[config.mk]
export PLATFORM = sky130hd
export DESIGN_NAME = bcd_12bit_to_binary_converter_flat
export DESIGN_NICKNAME = d
export VERILOG_FILES = /design/src/rtl/bcd_12bit_to_binary_converter_if.sv /design/src/rtl/bcd_12bit_to_binary_converter.sv /design/src/flat_wrapper.sv
export SDC_FILE = /design/constraint.sdc
export NUM_CORES = 1
export LEC_CHECK = 0
export CELL_PAD_IN_SITES_DETAIL_PLACEMENT = 1
export CELL_PAD_IN_SITES_GLOBAL_PLACEMENT = 2
export CORE_ASPECT_RATIO = 0.5
export CORE_MARGIN = 2
export CORE_UTILIZATION = 29
export DETAILED_ROUTE_END_ITERATION = 10
export GPL_TIMING_DRIVEN = 0
export HOLD_SLACK_MARGIN = 0.15
export PLACE_DENSITY_LB_ADDON = 0.1
export SLEW_MARGIN = 20
export SYNTH_ARGS = -nofsm -noshare
export SYNTH_HDL_FRONTEND = slang
export SYNTH_SLANG_ARGS = --single-unit
[constraint.sdc]
create_clock -name clk -period 1.3 [get_ports clk]
set_clock_uncertainty 0.15 [all_clocks]
set_input_delay 0.325 -clock clk [delete_from_list [all_inputs] [get_ports clk]]
set_output_delay 0.325 -clock clk [all_outputs]
set_load 0.01 [all_outputs]
[src/rtl/bcd_12bit_to_binary_converter_if.sv]
// Handshake and data bundle for the 3-digit BCD to binary converter.
// The master drives the request; the slave (converter) returns the result and status.
interface bcd_12bit_to_binary_converter_if #(
  parameter int unsigned BINARY_DATA_SIZE = 8
);
  logic [11:0]                 bcd_data;
  logic                        start_conversion;
  logic [BINARY_DATA_SIZE-1:0] binary_data;
  logic                        busy;
  logic                        conversion_complete;
  logic                        overflow;
  logic                        bcd_error;

  modport master (
    output bcd_data, start_conversion,
    input  binary_data, busy, conversion_complete, overflow, bcd_error
  );

  modport slave (
    input  bcd_data, start_conversion,
    output binary_data, busy, conversion_complete, overflow, bcd_error
  );
endinterface

[src/rtl/bcd_12bit_to_binary_converter.sv]
// Sequential packed-BCD (000-999) to binary converter using reverse double-dabble, one bit per clock.
// Optional digit validity check enabled by defining BCD_DIGIT_CHECK_EN.
module bcd_12bit_to_binary_converter #(
  parameter int unsigned BINARY_DATA_SIZE = 8
) (
  input logic                               clk,
  input logic                               reset,
  bcd_12bit_to_binary_converter_if.slave    bus
);

  localparam logic [3:0] LastIter = 4'd9;

  typedef enum logic [1:0] {StIdle, StConvert, StFinish} state_e;

  state_e                      state_q, state_d;
  logic [21:0]                 sreg_q, sreg_d;
  logic [3:0]                  cnt_q, cnt_d;
  logic [BINARY_DATA_SIZE-1:0] bin_q, bin_d;
  logic                        busy_q, busy_d;
  logic                        done_q, done_d;
  logic                        ovf_q, ovf_d;
  logic [9:0]                  result;

`ifdef BCD_DIGIT_CHECK_EN
  logic inval_q, inval_d;
  logic err_q, err_d;
`endif

  // Shift right, then pull each BCD nibble back into range (inverse of the add-3 step).
  function automatic logic [21:0] dabble_step(input logic [21:0] s);
    logic [21:0] r;
    r = {1'b0, s[21:1]};
    for (int i = 0; i < 3; i++) begin
      if (r[10+4*i +: 4] >= 4'd8) r[10+4*i +: 4] = r[10+4*i +: 4] - 4'd3;
    end
    return r;
  endfunction

  assign result = sreg_q[9:0];

  always_comb begin
    state_d = state_q;
    sreg_d  = sreg_q;
    cnt_d   = cnt_q;
    bin_d   = bin_q;
    busy_d  = busy_q;
    done_d  = 1'b0;
    ovf_d   = ovf_q;
`ifdef BCD_DIGIT_CHECK_EN
    inval_d = inval_q;
    err_d   = err_q;
`endif
    unique case (state_q)
      StIdle: begin
        if (bus.start_conversion) begin
          sreg_d  = {bus.bcd_data, 10'b0};
          cnt_d   = 4'd0;
          busy_d  = 1'b1;
          state_d = StConvert;
`ifdef BCD_DIGIT_CHECK_EN
          inval_d = (bus.bcd_data[11:8] > 4'd9) || (bus.bcd_data[7:4] > 4'd9) ||
                    (bus.bcd_data[3:0] > 4'd9);
`endif
        end
      end
      StConvert: begin
        sreg_d = dabble_step(sreg_q);
        cnt_d  = cnt_q + 4'd1;
        if (cnt_q == LastIter) state_d = StFinish;
      end
      StFinish: begin
        busy_d  = 1'b0;
        done_d  = 1'b1;
        state_d = StIdle;
`ifdef BCD_DIGIT_CHECK_EN
        if (inval_q) begin
          bin_d = '0;
          ovf_d = 1'b0;
          err_d = 1'b1;
        end else begin
          bin_d = result[BINARY_DATA_SIZE-1:0];
          ovf_d = (result >> BINARY_DATA_SIZE) != 10'd0;
          err_d = 1'b0;
        end
`else
        bin_d = result[BINARY_DATA_SIZE-1:0];
        // Truncated bits above the output width flag overflow; always 0 at full width.
        ovf_d = (result >> BINARY_DATA_SIZE) != 10'd0;
`endif
      end
      default: state_d = StIdle;
    endcase
  end

  always_ff @(posedge clk) begin
    if (reset) begin
      state_q <= StIdle;
      sreg_q  <= '0;
      cnt_q   <= '0;
      bin_q   <= '0;
      busy_q  <= 1'b0;
      done_q  <= 1'b0;
      ovf_q   <= 1'b0;
`ifdef BCD_DIGIT_CHECK_EN
      inval_q <= 1'b0;
      err_q   <= 1'b0;
`endif
    end else begin
      state_q <= state_d;
      sreg_q  <= sreg_d;
      cnt_q   <= cnt_d;
      bin_q   <= bin_d;
      busy_q  <= busy_d;
      done_q  <= done_d;
      ovf_q   <= ovf_d;
`ifdef BCD_DIGIT_CHECK_EN
      inval_q <= inval_d;
      err_q   <= err_d;
`endif
    end
  end

  assign bus.binary_data         = bin_q;
  assign bus.busy                = busy_q;
  assign bus.conversion_complete = done_q;
  assign bus.overflow            = ovf_q;
`ifdef BCD_DIGIT_CHECK_EN
  assign bus.bcd_error           = err_q;
`else
  assign bus.bcd_error           = 1'b0;
`endif

endmodule
[src/flat_wrapper.sv]
// flat-port wrapper written by rule: the top's interface ports become plain ports
module bcd_12bit_to_binary_converter_flat 
#(
  parameter int unsigned BINARY_DATA_SIZE = 8
)
  (clk, reset, bus_bcd_data, bus_start_conversion, bus_binary_data, bus_busy, bus_conversion_complete, bus_overflow, bus_bcd_error);
  bcd_12bit_to_binary_converter_if #(.BINARY_DATA_SIZE(BINARY_DATA_SIZE)) bus_i ();
  input logic clk;
  input logic reset;
  input wire logic [$bits(bus_i.bcd_data)-1:0] bus_bcd_data;
  input wire logic [$bits(bus_i.start_conversion)-1:0] bus_start_conversion;
  output wire logic [$bits(bus_i.binary_data)-1:0] bus_binary_data;
  output wire logic [$bits(bus_i.busy)-1:0] bus_busy;
  output wire logic [$bits(bus_i.conversion_complete)-1:0] bus_conversion_complete;
  output wire logic [$bits(bus_i.overflow)-1:0] bus_overflow;
  output wire logic [$bits(bus_i.bcd_error)-1:0] bus_bcd_error;
  assign bus_i.bcd_data = bus_bcd_data;
  assign bus_i.start_conversion = bus_start_conversion;
  assign bus_binary_data = bus_i.binary_data;
  assign bus_busy = bus_i.busy;
  assign bus_conversion_complete = bus_i.conversion_complete;
  assign bus_overflow = bus_i.overflow;
  assign bus_bcd_error = bus_i.bcd_error;
  bcd_12bit_to_binary_converter #(.BINARY_DATA_SIZE(BINARY_DATA_SIZE)) u_core (.clk(clk), .reset(reset), .bus(bus_i));
endmodule
# Yosys cells after proc, flatten, opt, wreduce, memory -nomap -nowiden
# Index checks and enable logic that the tools add are counted.
[word_totals]
reg_bits = 39
out_inout_bits = 12
input_bits = 15
word_cells = 36
[classes]
order_cmp = 2
eq_ne = 5
muxes = 12
n_reduce_logical = 7
add_sub_neg = 3
[op_table]
columns = ["operator", "count"]
rows = [
  ["$pmux 22 s2", 1],
  ["$mux 22", 1],
  ["$mux 4", 3],
  ["$reduce_bool 10->1", 1],
  ["$ge 4x4->1 const B", 2],
  ["$pmux 4 s2", 1],
  ["$sub 4x2->4 const B", 2],
  ["$reduce_and 2->1", 3],
  ["$add 4x1->4 const B", 1],
  ["$eq 4x4->1 const B", 1],
  ["$mux 2", 2],
  ["$pmux 2 s2", 1],
  ["$reduce_bool 2->1", 2],
  ["$eq 2x1->1 const B", 1],
  ["$eq 2x2->1 const B", 1],
  ["$logic_not 2->1", 1],
  ["$mux 1", 2],
  ["$ne 2x1->1 const B", 1],
  ["$ne 2x2->1 const B", 1],
  ["$pmux 1 s2", 1],
]

# Depth between registers and ports, before layout
# Gate-level depths: netlist of the first run.
[depth]
ltp_word = 3
mapped_depth = 5
ltp_nobuf = 5

# Least setup slack after synthesis of the first run
# Ideal clock, no wire load.
[synth_path]
path_kind = "register to register"
startpoint = "register u_core.state_q[0]"
endpoint = "register u_core.cnt_q[3]"
arrival_ns = 1.077
path_buffers = 2
period_less_slack_ns = 1.350
setup_time_ns = 0.123
required_ns = 1.027
path_stages_with_launch = 6
path_slack_ns = -0.050
path_cell_list = "dfxtp_1 buf_6 and2b_1 buf_6 nand4_1 mux2_1"
[synth_between]
elab_chain_len = 3
word_cells_on_any_way = 6
classes_between = "eq/ne (2); mux (1); reduce/logical (3)"
[synth_lines]
columns = ["item", "line", "text"]
rows = [
  ["start: declaration", "bcd_12bit_to_binary_converter.sv:15", "state_e state_q, state_d;"],
  ["start signal: assignment", "bcd_12bit_to_binary_converter.sv:97", "state_q <= StIdle;"],
  ["start signal: assignment", "bcd_12bit_to_binary_converter.sv:109", "state_q <= state_d;"],
  ["$eq 2x1->1 / $logic_not 2->1 (equally long branches)", "bcd_12bit_to_binary_converter.sv:53", "unique case (state_q)"],
  ["$reduce_bool 2->1 (no source line) / $ne 2x2->1 (equally long branches)", "--", ""],
  ["$reduce_and 2->1 (no source line)", "--", ""],
  ["end signal: assignment", "bcd_12bit_to_binary_converter.sv:111", "cnt_q <= cnt_d;"],
  ["end: declaration", "bcd_12bit_to_binary_converter.sv:17", "logic [3:0] cnt_q, cnt_d;"],
]
# Parallel ways exist; a longest one is shown, timed or not.
# A chain may end at the register's enable or synchronous reset.

# Worst setup path in the final report of the first run
# Ends and elaborated chain as after synthesis.

==> results of run 1 <==
-- metrics by stage --
stage,setup WS [ps],instances,utilization
6_report,-106,312,0.412
5_1_grt,-148,312,0.412
4_1_cts,-113,308,0.402
3_5_place_dp,-773,290,0.354
3_3_place_gp,-763,290,0.354
2_1_floorplan,-50.2,188,-
-- critical path, stage by stage, from the launching register on --
cell                      delay [ps]
sky130_fd_sc_hd__dfxtp_2         320
sky130_fd_sc_hd__buf_6           120
sky130_fd_sc_hd__and2b_1         140
sky130_fd_sc_hd__buf_6           130
sky130_fd_sc_hd__nand4_1         120
sky130_fd_sc_hd__mux2_4          310
-- report_power, final --
group	total, mW	switching [mW]	internal [mW]
Combinational	0.406	0.195	0.212
Clock	1.43	0.525	0.905
Sequential	1.29	0.0478	1.24
-- final timing paths --
check	startpoint	end	slack (ps)	depth (start not counted)
min	u_core.bus.binary_data[6]$_SDFFE_PP0P_	u_core.bus.binary_data[6]$_SDFFE_PP0P_	300	2
min reg2reg	u_core.bus.binary_data[6]$_SDFFE_PP0P_	u_core.bus.binary_data[6]$_SDFFE_PP0P_	300	2
max	u_core.state_q[0]$_SDFFE_PP0P_	u_core.cnt_q[3]$_SDFFE_PP0P_	-110	5
max reg2reg	u_core.state_q[0]$_SDFFE_PP0P_	u_core.cnt_q[3]$_SDFFE_PP0P_	-110	5
-- routing by layer --
layer  vias to the layer above  track usage  wire [um]
li1                        745            -          -
met1                       742        0.213       2450
met2                        27        0.241       2140
met3                         4       0.0491        227
met4                         0       0.0749         53
met5                         -            0          0
-- timing repair --
action                                  4_1_cts  5_1_grt
endpoints found under the setup margin       50       39
gates resized for setup                      79       13
cloned                                        4        1
setup buffers                                 6        3
hold buffers                                  0        0
pin swaps                                     1        5
-- registers in the layout, indices dropped and copies added, names as in the netlist --
name	flops
u_core.cnt_q	4
u_core.bus.conversion_complete	1
u_core.state_q	2
u_core.bus.overflow	1
u_core.bus.binary_data	8
u_core.sreg_q	22
u_core.bus.busy	1
-- cell usage in the layout, fill, tap and decap left out, types with 3 or more instances in the layout --
cell,synthesis,layout
sky130_fd_sc_hd__dfxtp_1,39,33
sky130_fd_sc_hd__nand2_1,23,23
sky130_fd_sc_hd__buf_4,2,14
sky130_fd_sc_hd__nor2_1,17,14
sky130_fd_sc_hd__clkdlybuf4s50_1,0,12
sky130_fd_sc_hd__buf_2,7,11
sky130_fd_sc_hd__a21oi_1,12,10
sky130_fd_sc_hd__a22o_1,10,10
sky130_fd_sc_hd__buf_6,3,9
sky130_fd_sc_hd__inv_1,8,8
sky130_fd_sc_hd__nor2b_1,7,6
sky130_fd_sc_hd__ha_1,6,6
sky130_fd_sc_hd__clkbuf_16,0,5
sky130_fd_sc_hd__dfxtp_2,0,5
sky130_fd_sc_hd__xnor2_1,4,4
sky130_fd_sc_hd__nand2b_1,5,3
sky130_fd_sc_hd__nor2_2,0,3
sky130_fd_sc_hd__nor3_1,3,3
-- area by class of cell --
type	count	area, sq um	share of cell area
Buffer	13	125	0.0508
Sequential cell	39	791	0.321
Multi-Input combinational cell	129	946	0.384
Inverter	8	30.0	0.0122
Clock buffer	5	125	0.0508
Clock inverter	3	43.8	0.0178
Timing Repair Buffer	38	304	0.124
Tap cell	77	96.3	0.0391
-- kinds of logic after synthesis --
logic type	Yosys count
xor gates and xnor gates	5
and+or+nand+nor	66
adders and majority gates	6
AOI/OAI and AO/OA	47
buffers and inverters	21
other	1
DFF	39
muxes	3
==> impl_metrics.env, run 1 <==
export IMPL_most_instantiated_cells_after_synthesis="39 x sky130_fd_sc_hd__dfxtp_1, 23 x sky130_fd_sc_hd__nand2_1, 17 x sky130_fd_sc_hd__nor2_1"
export IMPL_synth_compound_gate_area_share=0.212
export IMPL_post_synth_instance_area_sq_mm=0.00177
export IMPL_chipHeight_um=59.2
export IMPL_htreeDepth=2
export IMPL_ys_async_sr_fraction=0
export IMPL_finalCriticalPeriod_ps=1410
export IMPL_routedWlPerCell_um=15.6
export IMPL_p_leak_nw=0.997
export IMPL_drt_vias_per_instance=4.87
export IMPL_gp_routability_congestion=0.712
export IMPL_fin_crit_sh=1.08
export IMPL_layout_nets=255
export IMPL_startpoint_type="flop"
export IMPL_postSynthRegisterBits=39
export IMPL_row_count=20
export IMPL_initial_cell_density_of_the_core=0.295
export IMPL_worst_setup_hold_path_clk_slew_ps=60
export IMPL_criticalPathCategory="flop to flop"
export IMPL_dieArea_sq_mm=0.00677
export IMPL_cts_root_buffer="sky130_fd_sc_hd__clkbuf_16"
export IMPL_synth_top_cell_area_share=0.442
export IMPL_final_max_slew_violation_count=0
export IMPL_worst_ir_drop_on_vdd_mv=0.509
export IMPL_cts_tree="done"
export IMPL_synth_simple_gate_area_frac=0.192
export IMPL_post_synth_fa_ha_maj_area_fraction=0.0425
export IMPL_layout_area_overhead_vs_synth_pct=39.4
export IMPL_holdCritPathClass="flop to flop"
export IMPL_crit_path_max_fanout=7
export IMPL_diodes=0
export IMPL_filler_cells_inserted=692
export IMPL_dpl_instance_area_sq_mm=0.00212
export IMPL_layout_setup_ws_ps=-106
export IMPL_post_synth_mux_area_share=0.0177
export IMPL_failed_checks="setup timing"
export IMPL_seq_area_frac_synth=0.442
export IMPL_post_synth_cell_area_avg_sq_um=9.39
export IMPL_yosys_cell_types_count=47
export IMPL_tritoncts_num_sinks=39
export IMPL_placement_io_buffers=25
export IMPL_drtIter0Drc=52
export IMPL_tns_ps=-975
export IMPL_drtAntennaViolNets=0
export IMPL_grt_setup_unrepaired="true"
export IMPL_synth_most_common_cell="sky130_fd_sc_hd__dfxtp_1"
export IMPL_cts_path_max_buffers=2
export IMPL_max_cap_violations=0
export IMPL_critical_path_required_ps=1330
export IMPL_power_per_cell_area_mw_per_mm2=1270
export IMPL_grt_max_degree=14
export IMPL_power_mw=3.13
export IMPL_drt_wl_total_um=4870
export IMPL_synth_enable_flop_cells=0
export IMPL_drive_above_1_share=0.306
export IMPL_final_cell_area_sq_mm=0.00246
export IMPL_vias=1518
export IMPL_total_of_endpoints_with_negative_setup_slack_in_the_final_report=24
export IMPL_dr_drc_count=0
export IMPL_synth_top_cells_by_area="sky130_fd_sc_hd__dfxtp_1 44%, sky130_fd_sc_hd__a22o_1 5.0%, sky130_fd_sc_hd__nand2_1 4.9%"
export IMPL_dp_final_hpwl_um=3050
export IMPL_syn_nets=209
export IMPL_synth_xor_xnor_area_share=0.0248
export IMPL_ys_warnings_count=0
export IMPL_cp_end_kind="flop"
export IMPL_drt_pass1_iterations=4
export IMPL_hold_ws_ps=301
export IMPL_design_core_area_sq_mm=0.00598
export IMPL_grt_usage=0.160
export IMPL_synth_top_cell_by_area="sky130_fd_sc_hd__dfxtp_1"
export IMPL_cts_inserted_buffers=5
export IMPL_grt_pass1_wl_um=7940
export IMPL_clk_latency_ps=290
export IMPL_number_of_global_route_vias_before_repair=1527
export IMPL_synth_top_family_by_area="compound AO/OA/AOI/OAI gates"
export IMPL_gr_total_overflow=0
export IMPL_synthesis_instances=188
export IMPL_ys_dominant_reg_cell="sky130_fd_sc_hd__dfxtp_1"
export IMPL_grt_antenna_before_repair=0
export IMPL_fmaxAchievable_ghz=0.711
export IMPL_finalHoldViolCount=0
export IMPL_floorplan_die_width_um=114
export IMPL_worstPathArrival_ps=1430
export IMPL_floorplan_io_pins=27
export IMPL_status="complete, but fails checks"
(Power assumes the default switching activity.)
==> run 2: changes to the inputs <==
CORE_MARGIN = 3   (was 2)
==> run 2 against run 1 <==
  * Critical path type unchanged
  * Highest routed layer unchanged
  * Non-clock buffer count grew 8
  * Hold slack worse by 0.65 ps
  * Critical path depth down 1
  * Die area is 5.2% higher
  * The flow still finishes with violations (setup timing)
==> impl_metrics.env, run 2 (synthesis results as in run 1) <==
export IMPL_filler_cells_inserted=630
export IMPL_worstPathArrival_ps=1420
export IMPL_placement_io_buffers=25
export IMPL_dieArea_sq_mm=0.00712
export IMPL_cts_hold_buffers_added=0
export IMPL_dpl_instance_area_sq_mm=0.00211
export IMPL_tritoncts_num_sinks=39
export IMPL_worst_ir_drop_on_vdd_mv=0.554
export IMPL_fin_crit_sh=1.08
export IMPL_layout_area_overhead_vs_synth_pct=49.9
export IMPL_number_of_global_route_vias_before_repair=1551
export IMPL_grt_usage=0.149
export IMPL_critical_path_max_stage_delay_ps=400
export IMPL_initial_cell_density_of_the_core=0.311
export IMPL_power_share_switching=0.247
export IMPL_cp_end_kind="flop"
export IMPL_place_detailed_instances=286
export IMPL_dr_drc_count=0
export IMPL_cts_path_max_buffers=2
export IMPL_combinational_power_share=0.153
export IMPL_drtAntennaViolNets=0
export IMPL_grt_setup_unrepaired="true"
export IMPL_final_common_cell="sky130_fd_sc_hd__dfxtp_1"
export IMPL_final_cell_area_sq_mm=0.00265
export IMPL_drt_wl_total_um=5400
export IMPL_floorplan_io_pins=27
export IMPL_cts_inserted_buffers=5
export IMPL_row_count=19
export IMPL_failed_checks="setup timing"
export IMPL_layout_nets=263
export IMPL_drive_above_1_share=0.387
export IMPL_grt_pass1_wl_um=7940
export IMPL_fmaxAchievable_ghz=0.710
export IMPL_max_cap_violations=0
export IMPL_floorplan_die_width_um=116
export IMPL_largest_register_ffs=22
export IMPL_tns_ps=-752
export IMPL_finalHoldViolCount=0
export IMPL_clk_latency_ps=280
export IMPL_gr_total_overflow=0
export IMPL_cts_tree="done"
export IMPL_vias=1576
export IMPL_cts_root_buffer="sky130_fd_sc_hd__clkbuf_16"
export IMPL_chipHeight_um=61.2
export IMPL_finalCriticalPeriod_ps=1410
export IMPL_htreeDepth=2
export IMPL_criticalPathCategory="flop to flop"
export IMPL_design_core_area_sq_mm=0.00568
export IMPL_final_cells=316
export IMPL_largest_register="u_core.sreg_q"
export IMPL_drtIter0Drc=45
export IMPL_crit_slowest_cell="sky130_fd_sc_hd__dfxtp_4"
export IMPL_critical_path_required_ps=1310
export IMPL_routedWlPerCell_um=17.1
export IMPL_internal_power_mw=2.41
export IMPL_power_switching_mw=0.790
export IMPL_mostFrequentLayoutCells="32 x sky130_fd_sc_hd__dfxtp_1, 22 x sky130_fd_sc_hd__nand2_1, 16 x sky130_fd_sc_hd__buf_4, 14 x sky130_fd_sc_hd__nor2_1, 13 x sky130_fd_sc_hd__buf_2"
export IMPL_diodes=0
export IMPL_dp_final_hpwl_um=3190
export IMPL_grt_antenna_before_repair=0
export IMPL_dpl_worst_slack_ps=-770
export IMPL_power_per_cell_area_mw_per_mm2=1210
export IMPL_power_mw=3.20
export IMPL_worst_setup_hold_path_clk_slew_ps=60
export IMPL_crit_path_max_fanout=7
export IMPL_drt_pass1_iterations=4
export IMPL_status="complete, but fails checks"
export IMPL_gp_routability_congestion=0.729
export IMPL_layout_setup_ws_ps=-108
export IMPL_timing_critical_path_cells="and2b_1 -> buf_6 -> nand4_1 -> mux2_4"
export IMPL_total_of_endpoints_with_negative_setup_slack_in_the_final_report=18
export IMPL_p_leak_nw=1.08
export IMPL_seqPwrFrac=0.406
export IMPL_final_max_slew_violation_count=0
export IMPL_holdCritPathClass="flop to flop"
export IMPL_clock_power_share=0.442
export IMPL_drt_vias_per_instance=4.99
export IMPL_startpoint_type="flop"
export IMPL_grt_max_degree=14
-- run 2: cell types whose count changed in the layout (fill, tap and decap cells not counted), sizes merged --
cell           change
buf                +9
clkbuf             +1
clkdlybuf4s15      -1
dlygate4sd2        -1
-- run 2: final cells by class --
cell class                      count  area (sq um)  share of cell area
Clock inverter                      3          43.8              0.0165
Inverter                            8          32.5              0.0123
Timing Repair Buffer               47           424               0.160
Multi-Input combinational cell    129          1000               0.379
Clock buffer                        5           125              0.0473
Buffer                             12           126              0.0478
Sequential cell                    39           800               0.302
Tap cell                           73          91.3              0.0345
-- run 2: worst max-delay path, delay by kind of cell, from the launching register on --
family,cells,cell delay [ps]
simple gates,2,280
buf+inv,1,140
mux,1,320
flops,1,400
-- run 2: power groups by stage --
| stage | clock [mW] | sequential, mW | combinational [mW] |
|---|---|---|---|
| 2_1_floorplan | 0 | 1.30 | 0.222 |
| 3_3_place_gp | 0 | 1.32 | 0.328 |
| 3_5_place_dp | 0 | 1.32 | 0.335 |
| 4_1_cts | 1.45 | 1.29 | 0.389 |
| 5_1_grt | 1.50 | 1.30 | 0.527 |
| 6_report | 1.41 | 1.30 | 0.489 |
-- run 2: final timing paths --
| path | startpoint | endpoint | slack [ps] | cells past startpoint |
|---|---|---|---|---|
| max | u_core.state_q[0]$_SDFFE_PP0P_ | u_core.cnt_q[3]$_SDFFE_PP0P_ | -110 | 4 |
| min | u_core.bus.binary_data[5]$_SDFFE_PP0P_ | u_core.bus.binary_data[5]$_SDFFE_PP0P_ | 300 | 2 |
| max reg2reg | u_core.state_q[0]$_SDFFE_PP0P_ | u_core.cnt_q[3]$_SDFFE_PP0P_ | -110 | 4 |
| min reg2reg | u_core.bus.binary_data[5]$_SDFFE_PP0P_ | u_core.bus.binary_data[5]$_SDFFE_PP0P_ | 300 | 2 |
-- run 2: repair_timing --
action,CTS,global route
pin swaps,5,14
gates resized for setup,71,51
endpoints found under the setup margin,50,39
buffers inserted,8,9
cloned,3,3
-- run 2: through the flow --
stage,util,hold WS (ps)
final,0.466,301
after global routing,0.466,327
after CTS,0.419,304
after detailed placement,0.372,298
after global placement,0.372,292
after floorplan,-,282
-- run 2: metal layers --
metal | wire (um) | track usage | share of wire
met1 | 2580 | 0.191 | 0.48
met2 | 2560 | 0.248 | 0.47
met3 | 179 | 0.0393 | 0.033
met4 | 78 | 0.0529 | 0.014
met5 | 0 | 0 | 0
==> run 3: changes to the inputs <==
CAP_MARGIN = 20   (was default)
PLACE_DENSITY = 0.7   (was default)
PLACE_DENSITY_LB_ADDON = default   (was 0.1)
==> run 3 against run 2 <==
  * The run still ends with setup timing left
  * Combinational power fell by 7.0%
  * Hold slack improved by 2.0 ps
  * Fmax fell by 2.0%
  * Setup slack got worse by 28 ps
  * Clock-buffer cell count rose by 1
  * Clock power fell by 16%
  * Cell count fell by 0.63%
  * Via count fell by 0.57%
  * Power fell by 8.1%
  * Sequential share of layout area rose by 0.69 points
  * Design area fell by 2.8%
  * Critical path type unchanged
  * Critical endpoint unchanged
  * Highest routed layer unchanged
==> impl_metrics.env, run 3 (synthesis results as in run 1) <==
export IMPL_dpl_instance_area_sq_mm=0.00211
export IMPL_timing_critical_path_cells="buf_6 -> and2b_2 -> buf_6 -> nand4_1 -> mux2_4"
export IMPL_chipHeight_um=61.2
export IMPL_largest_register_ffs=22
export IMPL_initial_cell_density_of_the_core=0.311
export IMPL_cts_hold_buffers_added=0
export IMPL_grt_usage=0.150
export IMPL_cts_path_max_buffers=2
export IMPL_critical_path_required_ps=1320
export IMPL_layout_setup_ws_ps=-136
export IMPL_placement_io_buffers=25
export IMPL_routedWlPerCell_um=15.6
export IMPL_worst_ir_drop_on_vdd_mv=0.527
export IMPL_gr_total_overflow=0
export IMPL_dieArea_sq_mm=0.00712
export IMPL_grt_max_degree=13
export IMPL_worst_setup_hold_path_clk_slew_ps=60
export IMPL_drtAntennaViolNets=0
export IMPL_cts_tree="done"
export IMPL_status="complete, but fails checks"
export IMPL_critical_path_max_stage_delay_ps=320
export IMPL_mostFrequentLayoutCells="30 x sky130_fd_sc_hd__dfxtp_1, 17 x sky130_fd_sc_hd__nand2_1, 16 x sky130_fd_sc_hd__buf_4, 16 x sky130_fd_sc_hd__nor2_1"
export IMPL_holdCritPathClass="flop to flop"
export IMPL_layout_area_overhead_vs_synth_pct=45.6
export IMPL_vias=1567
export IMPL_p_leak_nw=1.08
export IMPL_critical_path_most_common_cell="sky130_fd_sc_hd__buf_6"
export IMPL_largest_register="u_core.sreg_q"
export IMPL_grt_setup_unrepaired="true"
export IMPL_worstHoldPathCells=2
export IMPL_tritoncts_num_sinks=39
export IMPL_startpoint_type="flop"
export IMPL_drtIter0Drc=21
export IMPL_hold_ws_ps=303
export IMPL_diodes=0
export IMPL_htreeDepth=2
export IMPL_fin_crit_sh=1.10
export IMPL_dp_final_hpwl_um=3100
export IMPL_crit_path_max_fanout=5
export IMPL_finalCriticalPeriod_ps=1440
export IMPL_row_count=19
export IMPL_max_cap_violations=0
export IMPL_clk_latency_ps=280
export IMPL_drt_pass1_iterations=4
export IMPL_cp_end_kind="flop"
export IMPL_final_common_cell="sky130_fd_sc_hd__dfxtp_1"
export IMPL_final_cell_area_sq_mm=0.00257
export IMPL_drive_above_1_share=0.398
export IMPL_finalHoldViolCount=0
export IMPL_final_max_slew_violation_count=0
export IMPL_design_core_area_sq_mm=0.00568
export IMPL_floorplan_io_pins=27
export IMPL_cts_inserted_buffers=5
export IMPL_drt_vias_per_instance=4.99
export IMPL_floorplan_die_width_um=116
export IMPL_worstPathArrival_ps=1460
export IMPL_fmaxAchievable_ghz=0.696
export IMPL_total_of_endpoints_with_negative_setup_slack_in_the_final_report=32
export IMPL_layout_nets=261
export IMPL_crit_slowest_cell="sky130_fd_sc_hd__dfxtp_2"
export IMPL_grt_pass1_wl_um=8140
export IMPL_drt_wl_total_um=4900
export IMPL_tns_ps=-2130
export IMPL_dr_drc_count=0
export IMPL_criticalPathCategory="flop to flop"
export IMPL_failed_checks="setup timing"
export IMPL_grt_antenna_before_repair=0
export IMPL_cts_root_buffer="sky130_fd_sc_hd__clkbuf_16"
export IMPL_number_of_global_route_vias_before_repair=1564
export IMPL_worst_r2r_path_depth=5
export IMPL_gp_routability_congestion=0.720
export IMPL_power_per_cell_area_mw_per_mm2=1140
[run 3: cell count changes in the layout (fill, tap and decap cells not counted), moves of 3 or more]
cell,previous run,this run
sky130_fd_sc_hd__dfxtp_4,4,1
sky130_fd_sc_hd__a21oi_1,10,3
sky130_fd_sc_hd__ha_1,3,6
sky130_fd_sc_hd__dfxtp_2,3,8
sky130_fd_sc_hd__nand2_1,22,17
sky130_fd_sc_hd__inv_1,4,8
sky130_fd_sc_hd__a21oi_2,2,9
sky130_fd_sc_hd__nand2_4,0,3
sky130_fd_sc_hd__inv_2,3,0
[run 3: layout make-up]
cell class	instances	area, sq um
Buffer	13	134
Clock buffer	6	129
Clock inverter	2	12.5
Fill cell	641	3110
Inverter	8	30.0
Multi-Input combinational cell	129	1030
Sequential cell	39	795
Tap cell	73	91.3
Timing Repair Buffer	44	354
[run 3: power breakdown]
part / internal (mW) / switching (mW) / total, mW
sequential: 1.24 / 0.0496 / 1.29
combinational: 0.244 / 0.211 / 0.455
clock: 0.708 / 0.484 / 1.19
total: 2.20 / 0.745 / 2.94
[run 3: per-stage QoR]
step,std cells,utilization,power [mW],setup slack [ps]
final,314,0.453,2.94,-136
after global routing,314,0.453,3.08,-189
after CTS,312,0.434,2.96,-122
after detailed placement,286,0.372,1.65,-803
after global placement,286,0.372,1.64,-768
after floorplan,188,-,1.53,-50.2
[run 3: worst max-delay path, delay by kind of cell (launching register included)]
| kind | cells | cell delay, ps |
|---|---|---|
| flops | 1 | 320 |
| simple gates | 2 | 310 |
| mux | 1 | 300 |
| buf+inv | 2 | 250 |
[run 3: path summary, 6_finish.rpt]
kind	to	slack, ps	start
max	u_core.cnt_q[3]$_SDFFE_PP0P_	-140	u_core.state_q[0]$_SDFFE_PP0P_
min	u_core.bus.binary_data[4]$_SDFFE_PP0P_	300	u_core.bus.binary_data[4]$_SDFFE_PP0P_
max reg2reg	u_core.cnt_q[3]$_SDFFE_PP0P_	-140	u_core.state_q[0]$_SDFFE_PP0P_
min reg2reg	u_core.bus.binary_data[4]$_SDFFE_PP0P_	300	u_core.bus.binary_data[4]$_SDFFE_PP0P_
[run 3: per-layer routing]
metal | GRT usage | routed length, um | up-vias
met5 | 0 | 0 | -
met4 | 0.0347 | 39 | 0
met3 | 0.0324 | 214 | 5
met2 | 0.251 | 2270 | 27
met1 | 0.201 | 2380 | 764
li1 | - | - | 771
[run 3: repair_timing]
action	4_1_cts	5_1_grt
endpoints found under the setup margin	50	39
gates cloned	6	1
endpoints found under the hold margin	0	0
gates resized for setup	84	38
pin swaps	10	13
setup buffers	12	4
